[src/rtl/mem_arb_pkg.sv]
// Shared types and helpers for the instruction/data RAM port arbiter.
package mem_arb_pkg;

    typedef enum logic [1:0] {
        SZ_BYTE = 2'd0,
        SZ_HALF = 2'd1,
        SZ_WORD = 2'd2,
        SZ_ILL  = 2'd3
    } mem_size_t;

    localparam logic [3:0] MASK_BYTE = 4'b0001;
    localparam logic [3:0] MASK_HALF = 4'b0011;
    localparam logic [3:0] MASK_WORD = 4'b1111;

    // Byte-lane mask for an access size; the illegal size maps to a full
    // mask because such a request never writes anyway.
    function automatic logic [3:0] size_to_mask(input mem_size_t size);
        case (size)
            SZ_BYTE: size_to_mask = MASK_BYTE;
            SZ_HALF: size_to_mask = MASK_HALF;
            default: size_to_mask = MASK_WORD;
        endcase
    endfunction

endpackage

[src/rtl/mem_load_fmt.sv]
// Load-data formatter: sign- or zero-extends a right-justified RAM word.
module mem_load_fmt
    import mem_arb_pkg::*;
(
    input  mem_size_t   size_i,
    input  logic        signed_i,
    input  logic [31:0] raw_i,
    output logic [31:0] data_o
);

    // Extend from bit 7 or bit 15 depending on access size.
    always_comb begin
        data_o = raw_i;
        case (size_i)
            SZ_BYTE: data_o = {{24{signed_i & raw_i[7]}}, raw_i[7:0]};
            SZ_HALF: data_o = {{16{signed_i & raw_i[15]}}, raw_i[15:0]};
            default: data_o = raw_i;
        endcase
    end

endmodule

[src/rtl/mem_port_arbiter.sv]
// Shared RAM port arbiter: data over fetch with a starvation guard,
// alignment checking and one-cycle registered responses.
module mem_port_arbiter
    import mem_arb_pkg::*;
#(
    parameter int ADDR_W     = 13,
    parameter int STARVE_MAX = 4
) (
    input  logic              clk,
    input  logic              rst_n,
    input  logic              if_req_valid,
    output logic              if_req_ready,
    input  logic [ADDR_W-1:0] if_req_addr,
    output logic              if_rsp_valid,
    output logic [31:0]       if_rsp_data,
    input  logic              dm_req_valid,
    output logic              dm_req_ready,
    input  logic              dm_req_we,
    input  logic [1:0]        dm_req_size,
    input  logic              dm_req_signed,
    input  logic [ADDR_W-1:0] dm_req_addr,
    input  logic [31:0]       dm_req_wdata,
    output logic              dm_rsp_valid,
    output logic [31:0]       dm_rsp_data,
    output logic              dm_rsp_err,
    output logic              mem_we,
    output logic [3:0]        mem_mask,
    output logic [ADDR_W-1:0] mem_waddr,
    output logic [ADDR_W-1:0] mem_raddr,
    output logic [31:0]       mem_wdata,
    input  logic [31:0]       mem_rdata
);

    localparam logic [3:0] STARVE_LIM = 4'(STARVE_MAX);

    mem_size_t   dm_size;
    logic        if_gnt, dm_gnt, dm_err;
    logic [31:0] load_data;
    logic [3:0]  starve_cnt_q, starve_cnt_d;
    logic        if_rsp_valid_q, if_rsp_valid_d;
    logic [31:0] if_rsp_data_q, if_rsp_data_d;
    logic        dm_rsp_valid_q, dm_rsp_valid_d;
    logic [31:0] dm_rsp_data_q, dm_rsp_data_d;
    logic        dm_rsp_err_q, dm_rsp_err_d;

    assign dm_size = mem_size_t'(dm_req_size);

    // Grant: data has priority unless fetch has waited STARVE_MAX cycles.
    always_comb begin
        if_gnt = if_req_valid && (!dm_req_valid || (starve_cnt_q == STARVE_LIM));
        dm_gnt = dm_req_valid && !if_gnt;
    end

    // Misaligned halves/words and the illegal size are rejected.
    always_comb begin
        dm_err = 1'b0;
        case (dm_size)
            SZ_BYTE: dm_err = 1'b0;
            SZ_HALF: dm_err = dm_req_addr[0];
            SZ_WORD: dm_err = (dm_req_addr[1:0] != 2'b00);
            default: dm_err = 1'b1;
        endcase
    end

    // RAM port drive; rejected data requests still steer the read port but
    // never write.
    always_comb begin
        mem_we    = 1'b0;
        mem_mask  = MASK_WORD;
        mem_waddr = '0;
        mem_raddr = '0;
        mem_wdata = '0;
        if (if_gnt) begin
            mem_raddr = if_req_addr;
        end else if (dm_gnt) begin
            mem_raddr = dm_req_addr;
            mem_waddr = dm_req_addr;
            mem_mask  = size_to_mask(dm_size);
            mem_wdata = dm_req_wdata;
            mem_we    = dm_req_we && !dm_err;
        end
    end

    mem_load_fmt u_load_fmt (
        .size_i   (dm_size),
        .signed_i (dm_req_signed),
        .raw_i    (mem_rdata),
        .data_o   (load_data)
    );

    // Next-state: starvation counter and the responses for this cycle's grant.
    always_comb begin
        starve_cnt_d = '0;
        if (if_req_valid && !if_gnt)
            starve_cnt_d = (starve_cnt_q == 4'hF) ? starve_cnt_q : starve_cnt_q + 4'd1;
        if_rsp_valid_d = if_gnt;
        if_rsp_data_d  = if_gnt ? mem_rdata : 32'd0;
        dm_rsp_valid_d = dm_gnt;
        dm_rsp_err_d   = dm_gnt && dm_err;
        dm_rsp_data_d  = (dm_gnt && !dm_err && !dm_req_we) ? load_data : 32'd0;
    end

    // State and response registers; reset drops any pending response.
    always_ff @(posedge clk or negedge rst_n) begin
        if (!rst_n) begin
            starve_cnt_q   <= '0;
            if_rsp_valid_q <= 1'b0;
            if_rsp_data_q  <= '0;
            dm_rsp_valid_q <= 1'b0;
            dm_rsp_data_q  <= '0;
            dm_rsp_err_q   <= 1'b0;
        end else begin
            starve_cnt_q   <= starve_cnt_d;
            if_rsp_valid_q <= if_rsp_valid_d;
            if_rsp_data_q  <= if_rsp_data_d;
            dm_rsp_valid_q <= dm_rsp_valid_d;
            dm_rsp_data_q  <= dm_rsp_data_d;
            dm_rsp_err_q   <= dm_rsp_err_d;
        end
    end

    assign if_req_ready = if_gnt;
    assign dm_req_ready = dm_gnt;
    assign if_rsp_valid = if_rsp_valid_q;
    assign if_rsp_data  = if_rsp_data_q;
    assign dm_rsp_valid = dm_rsp_valid_q;
    assign dm_rsp_data  = dm_rsp_data_q;
    assign dm_rsp_err   = dm_rsp_err_q;

endmodule

[config.mk]
export PLATFORM = sky130hd
export DESIGN_NAME = mem_port_arbiter
export DESIGN_NICKNAME = d
export VERILOG_FILES = /design/src/rtl/mem_arb_pkg.sv /design/src/rtl/mem_load_fmt.sv /design/src/rtl/mem_port_arbiter.sv
export SDC_FILE = /design/constraint.sdc
export NUM_CORES = 1
export LEC_CHECK = 0
export ABC_AREA = 1
export ABC_CLOCK_PERIOD_IN_PS = 1910
export CAP_MARGIN = 20
export CORE_MARGIN = 2
export CORE_UTILIZATION = 39
export DETAILED_ROUTE_END_ITERATION = 16
export HOLD_SLACK_MARGIN = 0.03
export PLACE_DENSITY_LB_ADDON = 0.12
export SLEW_MARGIN = 20
export SYNTH_ARGS = -nofsm -noshare
export SYNTH_HDL_FRONTEND = slang
export SYNTH_HIERARCHICAL = 1
export SYNTH_SLANG_ARGS = --single-unit
[constraint.sdc]
create_clock -name clk -period 1.91 [get_ports clk]
set_input_delay 0.191 -clock clk [delete_from_list [all_inputs] [get_ports clk]]
set_output_delay 0.191 -clock clk [all_outputs]
set_load 0.05 [all_outputs]
==> results.sh <==
export IMPL_outcome="complete, but fails checks"
export IMPL_violations="negative setup slack"
export IMPL_period_minus_slack_ps=2100
export IMPL_r2r_end="dm_rsp_data[5]"
export IMPL_pin_count=230
export IMPL_drtIter0Drc=247
export IMPL_setup_tns_final_ps=-7300
export IMPL_clk_pin_slew_worst_paths_ps=80
export IMPL_die_height_um=98.8
export IMPL_finalWorstSetupSlack_ps=-192
export IMPL_post_route_period_util_pct=110
export IMPL_crit_type="reg -> out"
export IMPL_skew_ps=7.83
export IMPL_relSlewSlack_pct=60.2
export IMPL_tightest_slew_ps=596
export IMPL_clock_latency_ps=350
export IMPL_cp_max_fo=8
export IMPL_antenna_cells=0
export IMPL_synth_main_ff_cell="dfrtp_1"
export IMPL_synth_edff_count=0
export IMPL_finalInstanceArea_um2=7530
export IMPL_tritoncts="built"
export IMPL_ys_seq_area_share_pct=50.7
export IMPL_synth_area_um2=3510
export IMPL_end_kind="output pin"
export IMPL_ys_top_cells_by_count="118 x inv_1, 115 x nor2_1, 71 x dfrtp_1, 44 x nand2_1"
export IMPL_synth_top_area_cell="dfrtp_1"
export IMPL_drt_total_wl_mm=15.4
export IMPL_antenna_left=0
export IMPL_maxCapViolCount=0
export IMPL_slowest_delay_ps=390
export IMPL_ys_types=23
export IMPL_syn_avg_cell_area_um2=7.95
export IMPL_num_vias=3815
export IMPL_synth_area_leaders="dfrtp_1 51%, inv_1 13%, nor2_1 12%"
export IMPL_place_hpwl_mm=9.11
export IMPL_grt_max_degree=72
export IMPL_drive_gt1_share_pct=29.3
export IMPL_synth_seq_cells=71
export IMPL_irDropWorstVdd_v=0.000377
export IMPL_synthCells=441
export IMPL_fin_nets=778
export IMPL_hold_path_class="in -> async"
export IMPL_slew_viol_final=0
export IMPL_finalHoldViolations=0
export IMPL_htreeDepth=3
export IMPL_first_pass_iters=4
export IMPL_syn_nets=541
export IMPL_io_buffers=228
export IMPL_reg2reg_from="starve_cnt_q[0]"
export IMPL_place_gp_congestion=0.971
export IMPL_p_per_area_nw_per_um2=632
export IMPL_cts_buffers=9
export IMPL_num_rows=34
export IMPL_fin_util_pct=86.3
export IMPL_path_cells="inv_2 -> ha_4 -> nand3_4 -> nand2_4 -> nand2_8 -> nand2_8 -> buf_12 -> buf_16 -> nor2_4 -> buf_12"
export IMPL_grt_pass1_wl_mm=23.2
export IMPL_synthToLayoutAreaGrowth_pct=115
export IMPL_track_usage_pct=31.5
export IMPL_layoutNonFillerInstCount=791
export IMPL_finalSetupViolations=63
export IMPL_r2r_setup_slack_ps=20
export IMPL_leakagePower_nw=3.70
export IMPL_start_util_pct=40.2
export IMPL_placed_cell_area_um2=6420
export IMPL_start_kind="register"
export IMPL_cts_sinks=71
export IMPL_place_inst=754
export IMPL_drc=0
export IMPL_synth_most_common_cell="inv_1"
export IMPL_clockBufferDepth=2
export IMPL_worstPathRequired_ps=1720
export IMPL_gr_total_overflow=0
export IMPL_slowest_stage="dfrtp_1"
export IMPL_yosysWarnings=6
export IMPL_arrival_ps=1910
export IMPL_chipWidth_um=98.8
export IMPL_timing_fmax_ghz=0.476
export IMPL_yosysTopAreaCellShare_pct=50.7
export IMPL_wire_per_inst_um=19.5
export IMPL_core_um2=8720
export IMPL_r2r_cells=9
export IMPL_dp_slack_ps=123
export IMPL_grt_pass1_vias=4122
export IMPL_die_area_um2=9770
export IMPL_root_buffer="clkbuf_8"
export IMPL_avgViaCountPerCell=4.82
export IMPL_async_reset_ff_share_pct=100
export IMPL_grt_setup_unrepaired="yes"
export IMPL_grt_antenna_before_repair=0
[through the flow]
step | hold slack [ps] | power [mW]
2_1_floorplan | -105 | 2.32
3_3_place_gp | 222 | 3.04
3_5_place_dp | 222 | 3.06
4_1_cts | 372 | 4.74
5_1_grt | 386 | 4.91
6_report | 373 | 4.76
[cells by family (layout without fill, tap and decap cells)]
group,after synthesis,after routing,share of synthesized area (%)
DFF,71,71,50.7
xor gates and xnor gates,2,2,0.500
buffers and inverters,150,392,19.6
and+or+nand+nor,189,189,24.6
AOI/OAI and AO/OA,26,26,3.82
other,1,1,0.107
adders and majority gates,2,2,0.713
[flip-flops by register name, summed over array words and instances (netlist names)]
name and count:
dm_rsp_err 1, if_rsp_data 32, dm_rsp_valid 1, dm_rsp_data 32, if_rsp_valid 1, starve_cnt_q 4
[report_power, final]
part	total [mW]	switching, mW	internal (mW)
sequential	1.57	0.0168	1.55
clock	1.46	0.584	0.871
combinational	1.73	0.986	0.748
total	4.76	1.59	3.17
[critical path, delay by kind of cell (launching register included)]
family / cells / cell delay [ps]
buf+inv: 4 / 530
flops: 1 / 390
simple gates: 5 / 470
fa+ha+maj: 1 / 160
[layout by cell type (no fill, tap or decap), types with 2 or more instances in the layout]
| master | count |
|---|---|
| inv_2 | 2 |
| nor2_1 | 69 |
| inv_1 | 116 |
| bufinv_16 | 3 |
| dfrtp_1 | 71 |
| buf_4 | 14 |
| nor2_4 | 47 |
| nand2_2 | 4 |
| nand2_8 | 2 |
| clkdlybuf4s50_1 | 163 |
| buf_6 | 4 |
| nand3_2 | 12 |
| nand2_4 | 4 |
| a21oi_1 | 2 |
| nand3_4 | 3 |
| xor2_1 | 2 |
| nand3_1 | 8 |
| buf_12 | 67 |
| buf_16 | 5 |
| nand2_1 | 39 |
| clkbuf_8 | 9 |
| o21ai_0 | 10 |
| o21ai_4 | 13 |
[repair_timing]
action | in CTS | in global routing
resized for setup | 126 | 23
endpoints found under the hold margin | 71 | 0
gates cloned | 7 | 0
hold buffers | 1 | 0
pin swaps | 4 | 7
endpoints found under the setup margin | 62 | 64
setup buffers | 11 | 4
[how the worst max path moves through the flow]
stage | startpoint | end | slack [ps] | cells after the start
after global placement | dm_req_valid | dm_rsp_data[19] | 180 | 5
final | starve_cnt_q[0] | mem_wdata[31] | -190 | 10
after detailed placement | starve_cnt_q[0] | mem_raddr[2] | 120 | 9
after CTS | starve_cnt_q[0] | mem_raddr[7] | -150 | 10
after floorplan | starve_cnt_q[0] | mem_raddr[10] | -60 | 8
after global routing | starve_cnt_q[0] | mem_waddr[5] | -260 | 10
[metal layers]
| layer | share of wire (%) | GRT usage, % | wire, um |
|---|---|---|---|
| met1 | 34 | 32.1 | 5180 |
| met2 | 52 | 56.7 | 8070 |
| met3 | 9.0 | 11.7 | 1400 |
| met4 | 5.1 | 15.3 | 786 |
| met5 | 0 | 0 | 0 |
[layout make-up]
type,count,area [um^2]
clock buffers,9,124
clock inverters,7,120
fillers,403,1190
inverters,120,460
multi-input cells,220,1610
flip-flops and latches,71,1780
well taps,108,135
repair buffers,255,3290
repair inverters,1,16.3
No activity file was read; power rests on OpenSTA's default activity.
